`src/rtl/mem_inc_pkg.sv`:
```
// Shared memory-access types for the data-memory path.
// Decoded access parameters, size codes, controller state and fault flags.
package mem_inc;

  typedef struct packed {
    logic       op;
    logic [1:0] access_size;
    logic       read_unsigned;
  } mem_params_t;

  localparam logic [1:0] ACCESS_BYTE = 2'd0;
  localparam logic [1:0] ACCESS_HALF = 2'd1;
  localparam logic [1:0] ACCESS_WORD = 2'd2;
  localparam logic [1:0] ACCESS_RSVD = 2'd3;

  typedef enum logic [1:0] {
    IDLE = 2'd0,
    REQ  = 2'd1,
    DONE = 2'd2
  } mem_ctrl_state_t;

  typedef struct packed {
    logic misaligned;
    logic timeout;
  } mem_fault_t;

endpackage

```
`src/rtl/mem_access_ctrl_lane_align.sv`:
```
// Byte-lane steering, load extension and alignment check.
// Purely combinational; shared with a future fetch path.
module mem_lane_align
  import mem_inc::*;
(
  input  logic [1:0]  size,
  input  logic [1:0]  offset,
  input  logic        is_unsigned,
  input  logic [31:0] wdata,
  input  logic [31:0] bus_rdata,
  output logic [3:0]  be,
  output logic [31:0] bus_wdata,
  output logic [31:0] rdata,
  output logic        misaligned
);

  logic [31:0] shifted;
  logic        sext_b;
  logic        sext_h;

  assign shifted = bus_rdata >> {offset, 3'b000};
  assign sext_b  = ~is_unsigned & shifted[7];
  assign sext_h  = ~is_unsigned & shifted[15];

  always_comb begin
    be         = 4'b0000;
    bus_wdata  = 32'h0;
    rdata      = 32'h0;
    misaligned = 1'b0;
    unique case (1'b1)
      (size == ACCESS_BYTE): begin
        be        = 4'b0001 << offset;
        bus_wdata = {4{wdata[7:0]}};
        rdata     = {{24{sext_b}}, shifted[7:0]};
      end
      (size == ACCESS_HALF): begin
        be         = 4'b0011 << offset;
        bus_wdata  = {2{wdata[15:0]}};
        rdata      = {{16{sext_h}}, shifted[15:0]};
        misaligned = offset[0];
      end
      (size == ACCESS_WORD): begin
        be         = 4'b1111;
        bus_wdata  = wdata;
        rdata      = shifted;
        misaligned = |offset;
      end
      default: begin
        misaligned = 1'b1;
      end
    endcase
  end

endmodule

```
`src/rtl/mem_access_ctrl.sv`:
```
// Data-memory access sequencer: one outstanding req/ack access,
// with alignment faults, bus timeout and load-data extension.
module mem_access_ctrl
  import mem_inc::*;
#(
  parameter int TIMEOUT_CYCLES = 255
) (
  input  logic        clk,
  input  logic        reset,
  input  logic        start,
  input  mem_params_t mem_params,
  input  logic [31:0] addr,
  input  logic [31:0] wdata,
  output logic        busy,
  output logic        done,
  output logic [31:0] rdata,
  output logic        fault_misaligned,
  output logic        fault_timeout,
  output logic        bus_req,
  output logic        bus_we,
  output logic [31:0] bus_addr,
  output logic [3:0]  bus_be,
  output logic [31:0] bus_wdata,
  input  logic        bus_ack,
  input  logic [31:0] bus_rdata
);

  localparam int CW = $clog2(TIMEOUT_CYCLES + 1);
  localparam logic [CW-1:0] CNT_LAST = CW'(TIMEOUT_CYCLES - 1);
  localparam logic [CW-1:0] CNT_MAX  = CW'(TIMEOUT_CYCLES);

  mem_ctrl_state_t state, next;
  mem_params_t     lat_params;
  logic [1:0]      lat_off;
  logic [CW-1:0]   cnt;
  mem_fault_t      fault;

  logic        is_idle;
  logic        accept;
  logic        timed_out;
  logic [1:0]  sel_size;
  logic [1:0]  sel_off;
  logic        sel_uns;
  logic [3:0]  la_be;
  logic [31:0] la_wdata;
  logic [31:0] la_rdata;
  logic        la_mis;

  assign is_idle   = (state == IDLE);
  assign accept    = is_idle & start;
  assign timed_out = (cnt == CNT_LAST);

  // Live request decides alignment in IDLE; latched copy extends load data.
  assign sel_size = is_idle ? mem_params.access_size : lat_params.access_size;
  assign sel_off  = is_idle ? addr[1:0] : lat_off;
  assign sel_uns  = is_idle ? mem_params.read_unsigned
                            : lat_params.read_unsigned;

  mem_lane_align u_align (
    .size        (sel_size),
    .offset      (sel_off),
    .is_unsigned (sel_uns),
    .wdata       (wdata),
    .bus_rdata   (bus_rdata),
    .be          (la_be),
    .bus_wdata   (la_wdata),
    .rdata       (la_rdata),
    .misaligned  (la_mis)
  );

  always_comb begin
    next = state;
    unique case (state)
      IDLE: if (start) next = la_mis ? DONE : REQ;
      REQ:  if (bus_ack || timed_out) next = DONE;
      DONE: next = IDLE;
      default: next = IDLE;
    endcase
  end

  always_ff @(posedge clk) begin
    if (reset) begin
      state      <= IDLE;
      lat_params <= '0;
      lat_off    <= 2'b00;
      cnt        <= '0;
      fault      <= '0;
      rdata      <= 32'h0;
      bus_req    <= 1'b0;
      bus_we     <= 1'b0;
      bus_addr   <= 32'h0;
      bus_be     <= 4'b0000;
      bus_wdata  <= 32'h0;
    end else begin
      state <= next;
      if (accept) begin
        lat_params <= mem_params;
        lat_off    <= addr[1:0];
        cnt        <= '0;
        fault      <= '0;
        if (la_mis) begin
          fault.misaligned <= 1'b1;
          rdata            <= 32'h0;
        end else begin
          bus_req   <= 1'b1;
          bus_we    <= ~mem_params.op;
          bus_addr  <= {addr[31:2], 2'b00};
          bus_be    <= la_be;
          bus_wdata <= la_wdata;
        end
      end else if (state == REQ) begin
        if (bus_ack) begin
          bus_req <= 1'b0;
          rdata   <= lat_params.op ? la_rdata : 32'h0;
        end else begin
          if (cnt != CNT_MAX) cnt <= cnt + 1'b1;
          if (timed_out) begin
            bus_req       <= 1'b0;
            fault.timeout <= 1'b1;
            rdata         <= 32'h0;
          end
        end
      end
    end
  end

  assign busy             = ~is_idle;
  assign done             = (state == DONE);
  assign fault_misaligned = fault.misaligned;
  assign fault_timeout    = fault.timeout;

endmodule

```
`config.mk`:
```
export PLATFORM = sky130hd
export DESIGN_NAME = mem_access_ctrl
export DESIGN_NICKNAME = d
export VERILOG_FILES = /design/src/rtl/mem_inc_pkg.sv /design/src/rtl/mem_access_ctrl_lane_align.sv /design/src/rtl/mem_access_ctrl.sv
export SDC_FILE = /design/constraint.sdc
export NUM_CORES = 1
export LEC_CHECK = 0
export CORE_ASPECT_RATIO = 1.5
export CORE_MARGIN = 3
export CORE_UTILIZATION = 45
export DETAILED_ROUTE_END_ITERATION = 8
export GPL_TIMING_DRIVEN = 0
export PLACE_DENSITY = 0.81
export SLEW_MARGIN = 25
export SYNTH_ARGS = -nofsm -noshare
export SYNTH_HDL_FRONTEND = slang
export SYNTH_SLANG_ARGS = --single-unit
```
`constraint.sdc`:
```
create_clock -name clk -period 2.9 [get_ports clk]
set_input_delay 0.58 -clock clk [delete_from_list [all_inputs] [get_ports clk]]
set_output_delay 0.58 -clock clk [all_outputs]
set_load 0.03 [all_outputs]
```
==> Yosys cells after proc, flatten, opt, wreduce, memory -nomap -nowiden <==
Index checks and enable logic that the tools add are counted.
{ "word_totals": {"ff_bits": 118, "in_bits": 104, "output_inout_bits": 106, "elab_cells": 72} }
{ "classes": {"n_addsub": 1, "eq_ne": 10, "shift": 3, "muxes": 23, "n_bitwise": 8, "n_reduce_logical": 13} }
{ "ops": {"columns": ["cell", "n"], "rows": [
  ["two-way mux 32 bit", 6],
  ["one-hot mux 32 bit (3 select lines)", 2],
  ["right shift 32 x 5 -> 32 bit", 1],
  ["one-hot mux 4 bit (3 select lines)", 1],
  ["AND reduction 3 bit", 4],
  ["two-way mux 2 bit", 5],
  ["adder 8 x 1 -> 8 bit, second input constant", 1],
  ["== test 8 bit, second input constant", 1],
  ["inequality test 8 bit, second input constant", 1],
  ["two-way mux 1 bit", 7],
  ["inequality test 2 bit, second input constant", 3],
  ["NOT 1 bit", 5],
  ["== test 2 x 1 -> 1 bit, second input constant", 2],
  ["== test 2 bit, second input constant", 2],
  ["logical NOT 2 bit", 2],
  ["one-hot mux 2 bit (2 select lines)", 1],
  ["AND reduction 2 bit", 2],
  ["OR reduction 2 bit", 2],
  ["left shift 1 x 2 -> 4 bit, first input constant", 1],
  ["left shift 2 x 2 -> 4 bit, first input constant", 1],
  ["bitwise AND 1 bit", 3],
  ["one-hot mux 1 bit (3 select lines)", 1],
  ["nonzero test 3 bit", 1],
  ["inequality test 2 x 1 -> 1 bit, second input constant", 1],
  ["2 further kinds", 2]
]} }

==> Logic depth before layout (Yosys ltp) <==
{ "logic_depth": {"depth_word": 9, "depth_mapped": 8, "depth_no_buf": 7} }

==> Modules after synthesis <==
From an unflattened synthesis, not the netlist that was laid out.
{ "hier_totals": {"hier_cells": 672, "hier_area_um2": 5516.5} }
{ "by_module_without_submodules": {"columns": ["module", "instances", "cells_each", "area_per_inst_um2", "seq_area_each_um2"], "rows": [
  ["mem_access_ctrl", 1, 478, 4261.6, 2362.3],
  ["mem_lane_align", 1, 194, 1255.0, 0.0]
]} }

==> Worst setup path after synthesis <==
Ideal clock, no wire load.
{ "synth_timing": {"path_kind": "input to register", "from": "in mem_params[2] (netlist bit)", "to": "reg rdata[16]", "setup_ps": 80, "arrival_time_ps": 2235, "t_required_ps": 2820, "setup_slack_ps": 584, "stages": 8, "path_buffers": 3, "path_cell_list": "clkbuf_1 > or4_4 > o31ai_4 > nand3_4 > a2111o_1 > buf_4 > buf_6 > o2111ai_2"} }
{ "synth_between": {"elab_chain_len": 7, "elab_cells_between_ends": 12, "classes_between": "eq/ne (3); mux (7); reduce/logical (2)"} }
{ "synth_lines": {"columns": ["element", "line_no", "source"], "rows": [
  ["start, declared", "mem_access_ctrl.sv:11", "input mem_params_t mem_params,"],
  ["two-way mux 2 bit (*)", "mem_access_ctrl.sv:54", "assign sel_size = is_idle ? mem_params.access_size : lat_params.access_size;"],
  ["== test 2 bit, or another cell as far along", "mem_access_ctrl_lane_align.sv:42", "(size == ACCESS_WORD): begin"],
  ["one-hot mux 32 bit (3 select lines)", "mem_access_ctrl_lane_align.sv:30", "unique case (1'b1)"],
  ["two-way mux 32 bit", "mem_access_ctrl.sv:114", "rdata <= lat_params.op ? la_rdata : 32'h0;"],
  ["two-way mux 32 bit", "mem_access_ctrl.sv:112", "if (bus_ack) begin"],
  ["two-way mux 32 bit", "mem_access_ctrl.sv:111", "end else if (state == REQ) begin"],
  ["two-way mux 32 bit", "mem_access_ctrl.sv:96", "if (accept) begin"],
  ["end signal, assigned", "mem_access_ctrl.sv:114", null],
  ["end, declared", "mem_access_ctrl.sv:16", "output logic [31:0] rdata,"]
]} }
Mark *: on every way between the ends. The rest lies on a longest branch, timed or not. The select of a mux whose other input is x is not followed.
A chain may end at the register's enable or synchronous reset.

==> Worst setup path after layout <==
{ "layout_timing": {"from": "in addr[0]", "to": "reg rdata[21]"} }
{ "layout_between": {"elab_chain_len": 8, "elab_cells_between_ends": 13, "classes_between": "eq/ne (1); shift (1); mux (7); bitwise (2); reduce/logical (2)"} }
{ "layout_lines": {"columns": ["element", "line_no", "source"], "rows": [
  ["start, declared", "mem_access_ctrl.sv:12", "input logic [31:0] addr,"],
  ["two-way mux 2 bit (*)", "mem_access_ctrl.sv:55", "assign sel_off = is_idle ? addr[1:0] : lat_off;"],
  ["right shift 32 x 5 -> 32 bit", "mem_access_ctrl_lane_align.sv:21", "assign shifted = bus_rdata >> {offset, 3'b000};"],
  ["bitwise AND 1 bit, on equally long branches", "mem_access_ctrl_lane_align.sv:23, mem_access_ctrl_lane_align.sv:22", null],
  ["one-hot mux 32 bit (3 select lines)", "mem_access_ctrl_lane_align.sv:30", null],
  ["two-way mux 32 bit", "mem_access_ctrl.sv:114", null],
  ["two-way mux 32 bit", "mem_access_ctrl.sv:112", null],
  ["two-way mux 32 bit", "mem_access_ctrl.sv:111", null],
  ["two-way mux 32 bit", "mem_access_ctrl.sv:96", null]
]} }
Marks and branches as above.

==> results.json <==
{
  "hpwl_um": 15150,
  "ys_types": 67,
  "finalInstanceArea_um2": 8502,
  "rsz0062_at_grt": "false",
  "slew_violations": 0,
  "area_growth_syn_to_layout_pct": 51.74,
  "fin_crit_sh": 0.9247,
  "insertion_delay_ps": 410,
  "cts_setup_buffers": 0,
  "nets": 993,
  "critPathMaxStageDelay_ps": 590,
  "place_area_um2": 7850,
  "min_period_ps": 2682,
  "worstPathRequired_ps": 3170,
  "worstMarginPinSlew_ps": 848.7,
  "ir_drop_uv": 538.2,
  "final_util": 0.7039,
  "clk_pin_slew_ps": 50,
  "n_antenna_cell": 0,
  "synth-warning-count": 0,
  "ant_nets": 0,
  "drcViolationCount": 0,
  "post_cts_resized": 0,
  "crit_chain": "clkdlybuf4s50_1, or3b_1, nand2_1, mux2i_1, a2111o_1, buf_4, buf_6, o2111ai_2",
  "finClkSkew_ps": 5.440,
  "final_common_cell": "clkdlybuf4s50_1",
  "fp-row-count": 49,
  "grt_pass1_vias": 6353,
  "end_kind": "flip-flop",
  "crit_slowest_cell": "clkdlybuf4s50_1",
  "power_density_nw_per_um2": 684.1,
  "nFillCells": 929,
  "clock.fmax_ghz": 0.3729,
  "dr_total_vias": 6182,
  "fin_tns_setup_ps": 0,
  "yosysSeqAreaShare": 0.4216,
  "synth_area_per_cell_um2": 8.464,
  "initial_core_util": 0.4639,
  "cts-root-buf": "clkbuf_16",
  "wirelength_um": 20280,
  "cts_sinks": 118,
  "async_flop_share": 0,
  "hp-class": "reg2reg",
  "path_max_fanout": 10,
  "dieArea_um2": 13850,
  "dr.pass1.iters": 6,
  "ios": 210,
  "core_area_um2": 12080,
  "cts_max_level": 4,
  "syn_area_um2": 5603,
  "final_cell_mix": "clkdlybuf4s50_1 (205), dfxtp_1 (118), a21oi_1 (89)",
  "synth_edf_count": 0,
  "worstPathArrival_ps": 2950,
  "crit_path_start_kind": "input port",
  "wl_per_cell_um": 19.28,
  "clockBufferDepth": 2,
  "antenna_found_initial": 0,
  "portBuffers": 205,
  "outcome": "finished, final reports clean",
  "crit_type": "in2reg",
  "holdBufCountCts": 0,
  "finalHoldViolCount": 0,
  "ys_ff_latch": 118,
  "die_w_um": 97.11,
  "p_leak_nw": 3.093,
  "track_usage": 0.2830,
  "grt_max_degree": 17,
  "vias_per_cell": 5.876,
  "cts_tree": "done",
  "die_y_um": 142.7,
  "setup_viol": 0,
  "syn_inst": 662,
  "place_congestion": 0.9514,
  "cap_violations": 0,
  "final-seq-area_um2": 2362,
  "multi_input_area_um2": 2858,
  "numCtsBuffers": 17,
  "grt_pass1_wl_um": 31590,
  "final_layout_size_suffix_gt1_frac": 0.09677,
  "drt-initial-drc-count": 353,
  "grt_overflow_total": 0,
  "synthFlopType": "dfxtp_1",
  "slew_headroom": 0.4298
}
-- stage by stage --
stage / hold WS, ps / setup slack, ps / cells / total power, mW
after floorplan: 432.0 / 584.5 / 663 / 2.846
after global placement: 438.5 / -91.98 / 1021 / 3.474
after detailed placement: 443.4 / -150.9 / 1021 / 3.507
after CTS: 451.8 / 243.7 / 1052 / 5.808
after global routing: 484.2 / 109.7 / 1052 / 6.016
final: 453.3 / 218.5 / 1052 / 5.816
-- cell usage after synthesis, drive strengths merged (8+ instances only) --
master / count / area [um^2]
a22oi: 16 / 120.1
and3: 10 / 62.56
o21ai: 55 / 279.0
a211oi: 27 / 207.7
clkbuf: 35 / 131.4
nor2: 26 / 100.1
dfxtp: 118 / 2362
buf: 25 / 142.6
nand2: 59 / 221.5
nand3: 57 / 297.8
inv: 30 / 112.6
mux2: 9 / 101.4
o2111ai: 16 / 196.4
a21oi: 89 / 445.4
o32ai: 8 / 77.58
a222oi: 8 / 80.08
-- report_power, final --
part / switching (mW) / internal [mW]
registers: 0.0840 / 1.76
clock network: 0.740 / 1.57
logic: 1.02 / 0.646
total: 1.84 / 3.98
-- final cells by class --
class | instances | share of cell area
multi-input cells | 455 | 0.3361
flip-flops and latches | 118 | 0.2779
repair buffers | 205 | 0.2414
clock buffers | 24 | 0.06019
plain buffers | 60 | 0.03223
well taps | 153 | 0.02252
clock inverters | 7 | 0.01648
inverters | 30 | 0.01325
-- critical path, delay by kind of cell --
family	cells	cell delay (ps)
mux	1	470
simple gates	2	630
compound gates	2	360
buf+inv	3	920
-- path summary, 6_finish.rpt --
check,start,endpoint,slack (ps),depth (start not counted)
max,addr[0],rdata[21],220,8
min,rdata[1],rdata[1],450,2
max reg2reg,state[1],state[1],440,7
min reg2reg,rdata[1],rdata[1],450,2
-- logic make-up (layout without fill, tap and decap cells) --
family                   after synthesis  in the layout  share of synthesized area
multiplexers                          11             11                    0.02166
XOR/XNOR                               6              6                   0.009379
adder cells (fa/ha/maj)                2              2                   0.004466
buffers and inverters                 90            326                    0.06901
flip-flops                           118            118                     0.4216
AND/OR/NAND/NOR                      183            183                     0.1626
other                                  1              2                  0.0006693
AO/OA/AOI/OAI                        251            251                     0.3106
-- layer usage --
metal | GRT usage | share of wire
met5 | 0 | 0
met1 | 0.2931 | 0.36
met3 | 0.07429 | 0.073
met4 | 0.1642 | 0.055
met2 | 0.5142 | 0.52
-- sequential cells by signal, indices dropped and copies added (netlist names), 2 cells and up --
register / cells
cnt: 8
lat_off: 2
lat_params: 4
state: 2
bus_wdata: 32
rdata: 32
bus_addr: 30
bus_be: 4
Power figures use the tool's default switching activity.
